===== config.mk =====
export PLATFORM = sky130hd
export DESIGN_NAME = muldiv
export DESIGN_NICKNAME = d
export VERILOG_FILES = /design/src/rtl/MIPS_DEF.sv /design/src/rtl/muldiv.sv
export SDC_FILE = /design/constraint.sdc
export NUM_CORES = 1
export LEC_CHECK = 0
export BUFFER_PORTS_ARGS = -buffer_cell sky130_fd_sc_hd__buf_2
export CORE_ASPECT_RATIO = 1.75
export CORE_MARGIN = 4
export CORE_UTILIZATION = 39
export DETAILED_ROUTE_END_ITERATION = 8
export GPL_ROUTABILITY_DRIVEN = 0
export PLACE_DENSITY = 0.69
export SETUP_SLACK_MARGIN = 0.4
export SYNTH_ARGS = -nofsm -noshare
export SYNTH_HDL_FRONTEND = slang
export SYNTH_SLANG_ARGS = --single-unit

===== constraint.sdc =====
create_clock -name clk -period 3.05 [get_ports clk]
set_input_delay 0.1525 -clock clk [delete_from_list [all_inputs] [get_ports clk]]
set_output_delay 0.1525 -clock clk [all_outputs]
set_load 0.005 [all_outputs]

===== src/rtl/MIPS_DEF.sv =====
// Core-wide definitions shared by the MIPS EX-stage units.
package MIPS_DEF;

  typedef enum logic [1:0] {
    MD_MUL  = 2'd0,
    MD_DIV  = 2'd1,
    MD_MTHI = 2'd2,
    MD_MTLO = 2'd3
  } mdop_t;

  localparam int MD_STEPS = 32;

endpackage


===== src/rtl/muldiv.sv =====
// Iterative multiply/divide unit owning HI/LO: one radix-2 step per cycle,
// shift-add multiply and restoring divide over a shared 64-bit work register.
module muldiv
  import MIPS_DEF::*;
#(
  parameter int WIDTH = 32
) (
  input  logic             clk,
  input  logic             rst_n,
  input  logic             start,
  input  mdop_t            op,
  input  logic             sign,
  input  logic             flush,
  input  logic [WIDTH-1:0] a,
  input  logic [WIDTH-1:0] b,
  output logic             busy,
  output logic             done,
  output logic [WIDTH-1:0] hi,
  output logic [WIDTH-1:0] lo
);

  localparam logic [1:0] S_IDLE = 2'd0;
  localparam logic [1:0] S_CALC = 2'd1;
  localparam logic [1:0] S_FIX  = 2'd2;

  logic [1:0]         state;
  logic [4:0]         cnt;
  logic [2*WIDTH-1:0] work;      // MUL: {acc, multiplier}; DIV: {rem, dividend/quotient}
  logic [WIDTH-1:0]   opnd;      // multiplicand or divisor magnitude
  logic               is_div;
  logic               neg_lo;    // product sign (MUL) or quotient sign (DIV)
  logic               neg_hi;    // remainder sign, DIV only
  logic               dz;        // divide by zero

  logic [WIDTH-1:0]   a_mag, b_mag;
  logic [WIDTH:0]     madd;
  logic               ge;
  logic [WIDTH-1:0]   diff;
  logic [2*WIDTH-1:0] work_step;
  logic [2*WIDTH-1:0] work_neg;
  logic [WIDTH-1:0]   rem_neg;
  logic [WIDTH-1:0]   fix_hi, fix_lo;

  assign busy = (state != S_IDLE);

  always_comb begin
    a_mag = (sign && a[WIDTH-1]) ? -a : a;
    b_mag = (sign && b[WIDTH-1]) ? -b : b;

    madd = {1'b0, work[2*WIDTH-1:WIDTH]} + {1'b0, opnd};
    // Shifted partial remainder is 33 bits; when it is >= divisor the
    // difference fits in 32, so only the low half needs subtracting.
    ge   = work[2*WIDTH-1:WIDTH-1] >= {1'b0, opnd};
    diff = work[2*WIDTH-2:WIDTH-1] - opnd;

    if (is_div)
      work_step = ge ? {diff, work[WIDTH-2:0], 1'b1} : {work[2*WIDTH-2:0], 1'b0};
    else
      work_step = work[0] ? {madd, work[WIDTH-1:1]} : {1'b0, work[2*WIDTH-1:1]};

    // Low half of the 64-bit negation doubles as the 32-bit quotient negation.
    work_neg = -work;
    rem_neg  = -work[2*WIDTH-1:WIDTH];

    fix_lo = neg_lo ? work_neg[WIDTH-1:0] : work[WIDTH-1:0];
    if (is_div) begin
      fix_hi = neg_hi ? rem_neg : work[2*WIDTH-1:WIDTH];
      if (dz) fix_lo = '1;
    end else begin
      fix_hi = neg_lo ? work_neg[2*WIDTH-1:WIDTH] : work[2*WIDTH-1:WIDTH];
    end
  end

  always_ff @(posedge clk or negedge rst_n) begin
    if (!rst_n) begin
      state  <= S_IDLE;
      cnt    <= '0;
      work   <= '0;
      opnd   <= '0;
      is_div <= 1'b0;
      neg_lo <= 1'b0;
      neg_hi <= 1'b0;
      dz     <= 1'b0;
      done   <= 1'b0;
      hi     <= '0;
      lo     <= '0;
    end else begin
      done <= 1'b0;
      if (flush) begin
        state <= S_IDLE;
      end else begin
        case (state)
          S_IDLE: if (start) begin
            case (op)
              MD_MUL, MD_DIV: begin
                work   <= {{WIDTH{1'b0}}, a_mag};
                opnd   <= b_mag;
                is_div <= (op == MD_DIV);
                neg_lo <= sign && (a[WIDTH-1] ^ b[WIDTH-1]);
                neg_hi <= sign && a[WIDTH-1] && (op == MD_DIV);
                dz     <= (op == MD_DIV) && (b == '0);
                cnt    <= '0;
                state  <= S_CALC;
              end
              MD_MTHI: hi <= a;
              default: lo <= a;
            endcase
          end
          S_CALC: begin
            work <= work_step;
            cnt  <= cnt + 5'd1;
            if (cnt == 5'(MD_STEPS - 1)) state <= S_FIX;
          end
          S_FIX: begin
            hi    <= fix_hi;
            lo    <= fix_lo;
            done  <= 1'b1;
            state <= S_IDLE;
          end
          default: state <= S_IDLE;
        endcase
      end
    end
  end

endmodule

* Word level (Yosys, flattened, before mapping)
Index checks and enable logic that the tools add are counted.
Storage, ports and cells: register bits 172, latch bits 0, memory bits (writable) 0, memory bits (read-only) 0, bits of input ports 71, output and inout port bits 66, memories kept 0
Cells by class: add/sub/neg operators 7, multiply operators 0, divide/modulo/power cells 0, magnitude comparators 1, equal/unequal tests 12, shift operators 0, mux-type cells 30, bitwise operators 2, reduce and logical (&&, ||, !) cells 18
Operators by type and width (count):
- 2-to-1 mux 32 bit | 12
- 2-to-1 mux 64 bit | 5
- case mux 32 bit (2 select lines) | 2
- case mux 64 bit (2 select lines) | 1
- negator 32 bit | 3
- negator 64 bit | 1
- adder 32 x 32 -> 33 bit | 1
- >= comparator 33 x 32 -> 1 bit | 1
- zero test 32 bit | 1
- subtractor 32 bit | 1
- AND reduction 4 bit | 4
- 2-to-1 mux 5 bit | 2
- case mux 5 bit (2 select lines) | 1
- 2-to-1 mux 2 bit | 4
- inequality test 3 bit (second input constant) | 2
- nonzero test 2 bit | 3
- adder 5 x 1 -> 5 bit (second input constant) | 1
- equality test 5 bit (second input constant) | 1
- logical AND 1 bit | 5
- equality test 2 x 1 -> 1 bit (second input constant) | 2
- equality test 2 bit (second input constant) | 2
- zero test 2 bit | 2
- inequality test 2 x 1 -> 1 bit (second input constant) | 2
- inequality test 2 bit (second input constant) | 2
- other kinds (8) | 9

* Depth between registers and ports, before layout
Gate-level depths: netlist of the first run.
word-level depth 6, gate-level depth with buffers 14

* Worst setup path before layout of the first run
OpenSTA, ideal clock, no wires.
kind register to register, start point register work[43], end point register work[63], setup time 0.120 ns, arrival 3.163 ns, required time 2.930 ns, path slack -0.234 ns, stages on the path, launching flop included 12, buffers on the path 1, clock period less this slack 3.284 ns, cells stage by stage dfrtp_1 ha_1 clkbuf_1 nand4_1 nor4_1 o31ai_1 a31o_2 a21oi_1 o22ai_1 nand2b_1 or4_1 o211a_1
Between the ends: word-level cells in the longest chain between the ends 4, elaborated cells between the ends (all ways) 7, classes of those cells add/sub: 2; order compare: 1; mux: 4
Ends and longest elaborated chain:
- start: declaration | line muldiv.sv:28 | logic [2*WIDTH-1:0] work;
- start signal: assignment | line muldiv.sv:96 | work <= {{WIDTH{1'b0}}, a_mag};
- start signal: assignment | line muldiv.sv:110 | work <= work_step;
- adder 32 x 32 -> 33 bit (tied with other cells) | line muldiv.sv:50 | madd = {1'b0, work[2*WIDTH-1:WIDTH]} + {1'b0, opnd};
- 2-to-1 mux 64 bit (on tied branches) | line muldiv.sv:59, muldiv.sv:57
- 2-to-1 mux 64 bit (*) | line muldiv.sv:56 | if (is_div)
- case mux 64 bit (2 select lines) (*) | line muldiv.sv:92 | case (state)
Mark *: on every way between the ends. The rest lies on a longest branch, timed or not. A chain may end at the register's enable or synchronous reset.

* Worst setup path in the final report of the first run
start point register work[12], end point register hi[9]
Between the ends: word-level cells in the longest chain between the ends 4
Ends and longest elaborated chain:
- negator 64 bit | line muldiv.sv:62 | work_neg = -work;
- 2-to-1 mux 32 bit | line muldiv.sv:70 | fix_hi = neg_lo ? work_neg[2*WIDTH-1:WIDTH] : work[2*WIDTH-1:WIDTH];
- 2-to-1 mux 32 bit | line muldiv.sv:66 | if (is_div) begin
- case mux 32 bit (2 select lines) | line muldiv.sv:92
- end signal: assignment | line muldiv.sv:115 | hi <= fix_hi;
- end: declaration | line muldiv.sv:18 | output logic [WIDTH-1:0] hi,
No other way between the ends.

==> results of run 1 <==
## registers in the layout, summed over array words and instances (netlist names)
name and cells:
hi 32, neg_hi 1, done 1, work 64
opnd 32, lo 32, is_div 1, dz 1
neg_lo 1, cnt 5, state 2
## routing by layer
| layer | vias to the layer above | GRT usage, % |
|---|---|---|
| met5 | - | 0 |
| met2 | 796 | 46.1 |
| met4 | 0 | 20.7 |
| met3 | 278 | 4.79 |
| met1 | 7608 | 27.8 |
| li1 | 7373 | - |
## worst reg2reg max path: stages (launching register included)
cell	delay, ps
dfrtp_1	380
or4_4	540
or4_4	480
or4b_4	530
or3_4	370
buf_4	150
buf_6	110
nor3_2	90
a31oi_1	110
xor2_1	150
a221o_1	330
## path summary, 6_finish.rpt
| path | from | end | slack, ps | cells past startpoint |
|---|---|---|---|---|
| min in group asynchronous | rst_n | work[37]$_DFFE_PN0P_ | 270 | 2 |
| max | work[12]$_DFFE_PN0P_ | hi[9]$_DFFE_PN0P_ | -310 | 10 |
| max in group asynchronous | rst_n | hi[31]$_DFFE_PN0P_ | 1960 | 3 |
| min | a[29] | hi[29]$_DFFE_PN0P_ | 8 | 3 |
| min reg2reg | lo[28]$_DFFE_PN0P_ | lo[28]$_DFFE_PN0P_ | 480 | 2 |
| max reg2reg | work[12]$_DFFE_PN0P_ | hi[9]$_DFFE_PN0P_ | -310 | 10 |
## report_power, final
part	leakage (nW)	switching (mW)	internal, mW
Clock	0.306	1.03	1.37
Sequential	2.11	0.532	2.82
Combinational	6.13	5.19	4.19
Total	8.55	6.75	8.37
## repair_timing
action | 4_1_cts | 5_1_grt
setup endpoints to repair | 76 | 78
setup buffers | 22 | 21
pin swaps | 25 | 44
endpoints found under the hold margin | 64 | 0
resized for setup | 70 | 74
cloned | 4 | 1
hold buffers | 7 | 0
## logic make-up (layout without fill, tap and decap cells)
group	Yosys count	after routing	synth area share [%]
adder cells (fa/ha/maj)	72	72	6.22
buffers and inverters	185	454	4.76
flip-flops	172	172	29.2
AO/OA/AOI/OAI	647	647	27.2
XOR/XNOR	162	162	9.63
AND/OR/NAND/NOR	605	605	19.1
multiplexers	56	56	3.86
## cells in the final DEF (no fill, tap or decap), types with 30 or more instances in the layout
cell,Yosys,final
a21o_1,39,39
a21oi_1,179,164
buf_2,1,135
buf_4,1,190
dfrtp_1,172,159
ha_1,70,47
inv_1,64,56
mux2i_1,50,48
nand2_1,223,219
nand3_1,34,33
nor2_1,164,160
nor3_1,42,40
o21ai_0,186,161
o22ai_1,32,30
xnor2_1,111,106
xor2_1,51,51
## layout make-up
class | count | area, um2 | area share, %
Sequential cell | 172 | 4320 | 22.9
Multi-Input combinational cell | 1542 | 10500 | 55.5
Inverter | 64 | 240 | 1.27
Tap cell | 475 | 594 | 3.15
Timing Repair Buffer | 358 | 2630 | 13.9
Clock buffer | 21 | 470 | 2.49
Clock inverter | 11 | 154 | 0.815
## per-stage QoR
step	hold slack (ps)	power (mW)
4_1_cts	0.481	14.5
2_1_floorplan	-143	8.70
3_3_place_gp	202	11.3
6_report	7.58	15.1
5_1_grt	11.7	16.0
3_5_place_dp	203	11.4
==> results.sh, run 1 <==
export IMPL_synthArstFlopShare_pct=100
export IMPL_first_pass_iters=6
export IMPL_synth_common_cells="nand2_1, o21ai_0, a21oi_1"
export IMPL_crit_chain="or4_4 > or4_4 > or4b_4 > or3_4 > buf_4 > buf_6 > nor3_2 > a31oi_1 > xor2_1 > a221o_1"
export IMPL_yosys_warnings=0
export IMPL_ys_ff_latch=172
export IMPL_die_x_um=155
export IMPL_antenna_found_initial=0
export IMPL_crit_fanout=5
export IMPL_critPathKind="reg2reg"
export IMPL_outcome="complete, but fails checks"
export IMPL_vdd_drop_max_v=0.000308
export IMPL_grt_max_degree=74
export IMPL_h_tree_depth=4
export IMPL_cpMostUsedCell="or4_4"
export IMPL_finClkSkew_ps=9.88
export IMPL_hold_viol=0
export IMPL_cts_tree="yes"
export IMPL_ys_seq_area_share_pct=29.2
export IMPL_fillers=3391
export IMPL_slew_headroom_pct=45.0
export IMPL_cts_sinks=172
export IMPL_drt_iter0_drc=1318
export IMPL_final_nets=2298
export IMPL_path_clk_slew_ps=70
export IMPL_period_minus_slack_ps=3360
export IMPL_synth_avg_cell_area_um2=7.76
export IMPL_yosysUniqueCellTypes=70
export IMPL_ctsRootBufferMaster="clkbuf_16"
export IMPL_rsz0062_at_grt="true"
export IMPL_final_cell_area_um2=18900
export IMPL_arrival_ps=3700
export IMPL_tightestPinTransition_ps=825
export IMPL_final_cells=2643
export IMPL_place_hpwl_um=40900
export IMPL_crit_path_start_kind="register"
export IMPL_syn_to_final_growth_pct=28.3
export IMPL_max_freq_mhz=298
export IMPL_max_stage_delay_ps=540
export IMPL_synthesis_area_um2=14700
export IMPL_synth_fp_nets=2042
export IMPL_yosysTopAreaCellShare_pct=29.2
export IMPL_p_leak_nw=8.55
export IMPL_ant_nets=0
export IMPL_hp_class="in2reg"
export IMPL_post_route_util_pct=50.9
export IMPL_violations="setup timing"
export IMPL_required_ps=3390
export IMPL_drt_met1_wl_um=19100
export IMPL_io_buffers=136
export IMPL_clk_path_buf_depth=2
export IMPL_drc=0
export IMPL_overflow=0
export IMPL_syn_inst=1899
export IMPL_dieArea_um2=41100
export IMPL_dpl_cell_area_um2=17100
export IMPL_grt_pass1_vias=16200
export IMPL_antenna_cells=0
export IMPL_wl_per_cell_um=21.1
export IMPL_critPathBufInv=2
export IMPL_yosys_most_used_dff="dfrtp_1"
export IMPL_power_density_nw_per_um2=801
export IMPL_setup_ws_ps=-307
export IMPL_pre_cts_ws_ps=-276
export IMPL_via_per_inst=6.07
export IMPL_top_layer="met4"
export IMPL_pin_count=137
export IMPL_synth_enable_flop_cells=0
export IMPL_final_period_utilization_pct=110
export IMPL_drv_slew=0
export IMPL_vias=16100
export IMPL_drt_wl_total_um=55900
export IMPL_dr_wl_met2_um=27800
export IMPL_fin_tns_setup_ps=-3640
export IMPL_row_count=93
export IMPL_wl_met3_um=4100
export IMPL_coreArea_um2=37100
export IMPL_grtUsageTotal_pct=26.5
export IMPL_cts_buffers_inserted=17
export IMPL_cpLargestDelayFamily="simple AND/OR/NAND/NOR gates"
export IMPL_die_y_um=265
export IMPL_drive_above_1_share_pct=25.0
export IMPL_yosysMostFrequentCell="nand2_1"
export IMPL_crit_slowest_cell="or4_4"
export IMPL_setup_viol=28
export IMPL_grt_pass1_wl_um=86800
export IMPL_endpoint_kind="register"
export IMPL_drv_cap=0
export IMPL_synthTopCellsByArea="dfrtp_1, xnor2_1, o21ai_0"
export IMPL_synth_top_area_cell="dfrtp_1"
export IMPL_placed_cells=2556
export IMPL_clk_latency_ps=460
export IMPL_start_util_pct=39.7
Note: power is estimated with default switching activity, not from simulation.
==> run 2, diff against run 1 <==
CORE_UTILIZATION = 45   (was 39)
PLACE_DENSITY = 0.77   (was 0.69)
==> results.sh, run 2 (synthesis gave the netlist of run 1 again) <==
export IMPL_critPathBufInv=2
export IMPL_drv_slew=0
export IMPL_violations="DRC, setup timing"
export IMPL_wl_met3_um=6380
export IMPL_antenna_found_initial=4
export IMPL_die_x_um=145
export IMPL_rsz0062_at_grt="true"
export IMPL_final_nets=2323
export IMPL_h_tree_depth=4
export IMPL_finClkSkew_ps=17.8
export IMPL_setup_ws_ps=-505
export IMPL_largest_reg_flops=64
export IMPL_ff2ff_path_depth=12
export IMPL_most_common_layout_cells="nand2_1, buf_4, dfrtp_1, nor2_1, a21oi_1"
export IMPL_cts_tree="yes"
export IMPL_layout_commonest_cell="nand2_1"
export IMPL_fin_tns_setup_ps=-16490
export IMPL_tightestPinTransition_ps=1270
export IMPL_arrival_ps=3910
export IMPL_vias=17200
export IMPL_grtUsageTotal_pct=32.0
export IMPL_clk_path_buf_depth=2
export IMPL_cpLargestDelayFamily="compound AO/OA/AOI/OAI gates"
export IMPL_wl_per_cell_um=23.6
export IMPL_coreArea_um2=32200
export IMPL_clk_latency_ps=480
export IMPL_cts_buffers_inserted=17
export IMPL_crit_fanout=6
export IMPL_hp_class="in2reg"
export IMPL_required_ps=3400
export IMPL_grt_pass1_wl_um=89400
export IMPL_placed_cells=2472
export IMPL_drc=2
export IMPL_top_layer="met5"
export IMPL_period_minus_slack_ps=3560
export IMPL_p_leak_nw=8.70
export IMPL_reg2reg_to="work[63]$_DFFE_PN0P_"
export IMPL_crit_path_start_kind="register"
export IMPL_max_freq_mhz=281
export IMPL_syn_to_final_growth_pct=33.3
export IMPL_final_period_utilization_pct=117
export IMPL_ant_nets=0
export IMPL_pre_cts_ws_ps=-251
export IMPL_drt_wl_total_um=61400
export IMPL_path_clk_slew_ps=80
export IMPL_hold_viol=0
export IMPL_via_per_inst=6.64
export IMPL_whs_ps=1.49
export IMPL_grt_pass1_vias=16800
export IMPL_endpoint_kind="register"
export IMPL_regMostFlops="work"
export IMPL_start_util_pct=45.7
export IMPL_dieArea_um2=35800
export IMPL_drv_cap=0
export IMPL_row_count=87
export IMPL_drt_met1_wl_um=19300
export IMPL_regToRegSetupSlack_ps=-510
export IMPL_pin_count=137
export IMPL_crit_chain="ha_4 > nand2_1 > o21ai_0 > a41oi_2 > a31o_4 > a21oi_4 > o22ai_4 > buf_12 > buf_12 > nand2b_4 > or4_4 > o211a_1"
export IMPL_drt_iter0_drc=2056
export IMPL_timing_rr_start="work[38]$_DFFE_PN0P_"
export IMPL_cts_sinks=172
export IMPL_place_hpwl_um=39600
export IMPL_overflow=0
export IMPL_slew_headroom_pct=14.9
export IMPL_crit_end="work[63]$_DFFE_PN0P_"
export IMPL_critPathLaunch="work[38]$_DFFE_PN0P_"
export IMPL_dr_wl_met2_um=28600
export IMPL_critPathKind="reg2reg"
export IMPL_outcome="complete, but fails checks"
export IMPL_power_mw=16.2
export IMPL_grt_max_degree=74
export IMPL_die_y_um=247
export IMPL_max_stage_delay_ps=690
export IMPL_ctsRootBufferMaster="clkbuf_16"
export IMPL_first_pass_iters=9
export IMPL_drive_above_1_share_pct=29.3
export IMPL_cp_depth=12
export IMPL_crit_slowest_cell="o21ai_0"
export IMPL_io_buffers=136
export IMPL_vdd_drop_max_v=0.000480
export IMPL_cpMostUsedCell="buf_12"
export IMPL_final_cells=2595
export IMPL_power_density_nw_per_um2=824
export IMPL_setup_viol=65
==> run 2: cell type report <==
type	count	area, um2
multi-input cells	1545	11200
clock inverters	11	123
flip-flops and latches	172	4320
repair buffers	380	2780
inverters	64	244
diodes	2	5.00
well taps	400	500
clock buffers	21	470
fillers	2531	12600
==> run 2: routing by layer <==
layer  GRT usage [%]  up-vias
li1                -     7441
met1            31.5     7980
met2            52.4     1273
met3            9.77      535
met4            29.5        2
met5               0        -
==> run 2: what timing repair did <==
action	CTS	global route
hold buffers	11	0
buffers inserted	46	27
gates resized for setup	203	106
setup endpoints to repair	78	79
endpoints found under the hold margin	54	0
pin swaps	95	81
gates cloned	5	0
==> run 2: power by group <==
| part | switching (mW) | internal, mW |
|---|---|---|
| combinational | 5.95 | 4.54 |
| clock | 1.07 | 1.21 |
| sequential | 0.596 | 2.82 |
| total | 7.61 | 8.57 |
==> run 2: worst min-delay path by stage <==
stage	depth (start not counted)	slack, ps	startpoint	endpoint
floorplan	0	-140	rst_n	cnt[0]$_DFFE_PN0P_
global placement	1	120	rst_n	work[38]$_DFFE_PN0P_
detailed placement	1	130	rst_n	work[38]$_DFFE_PN0P_
CTS	3	2	b[10]	opnd[10]$_DFFE_PN0P_
global route	3	30	a[26]	hi[26]$_DFFE_PN0P_
finish	3	1	b[10]	opnd[10]$_DFFE_PN0P_
==> run 2: metrics by stage <==
| step | cell area (um2) | utilization [%] |
|---|---|---|
| CTS | 19000 | 58.9 |
| global placement | 16900 | 52.5 |
| detailed placement | 16900 | 52.5 |
| finish | 19600 | 60.9 |
| global route | 19600 | 60.9 |
| floorplan | 15000 | - |
==> run 2: worst reg2reg max path: stages (launching register included) <==
cell and delay (ps):
dfrtp_2 470, ha_4 320, nand2_1 90, o21ai_0 690, a41oi_2 300, a31o_4 310, a21oi_4 150, o22ai_4 120
buf_12 160, buf_12 130, nand2b_4 140, or4_4 430, o211a_1 140
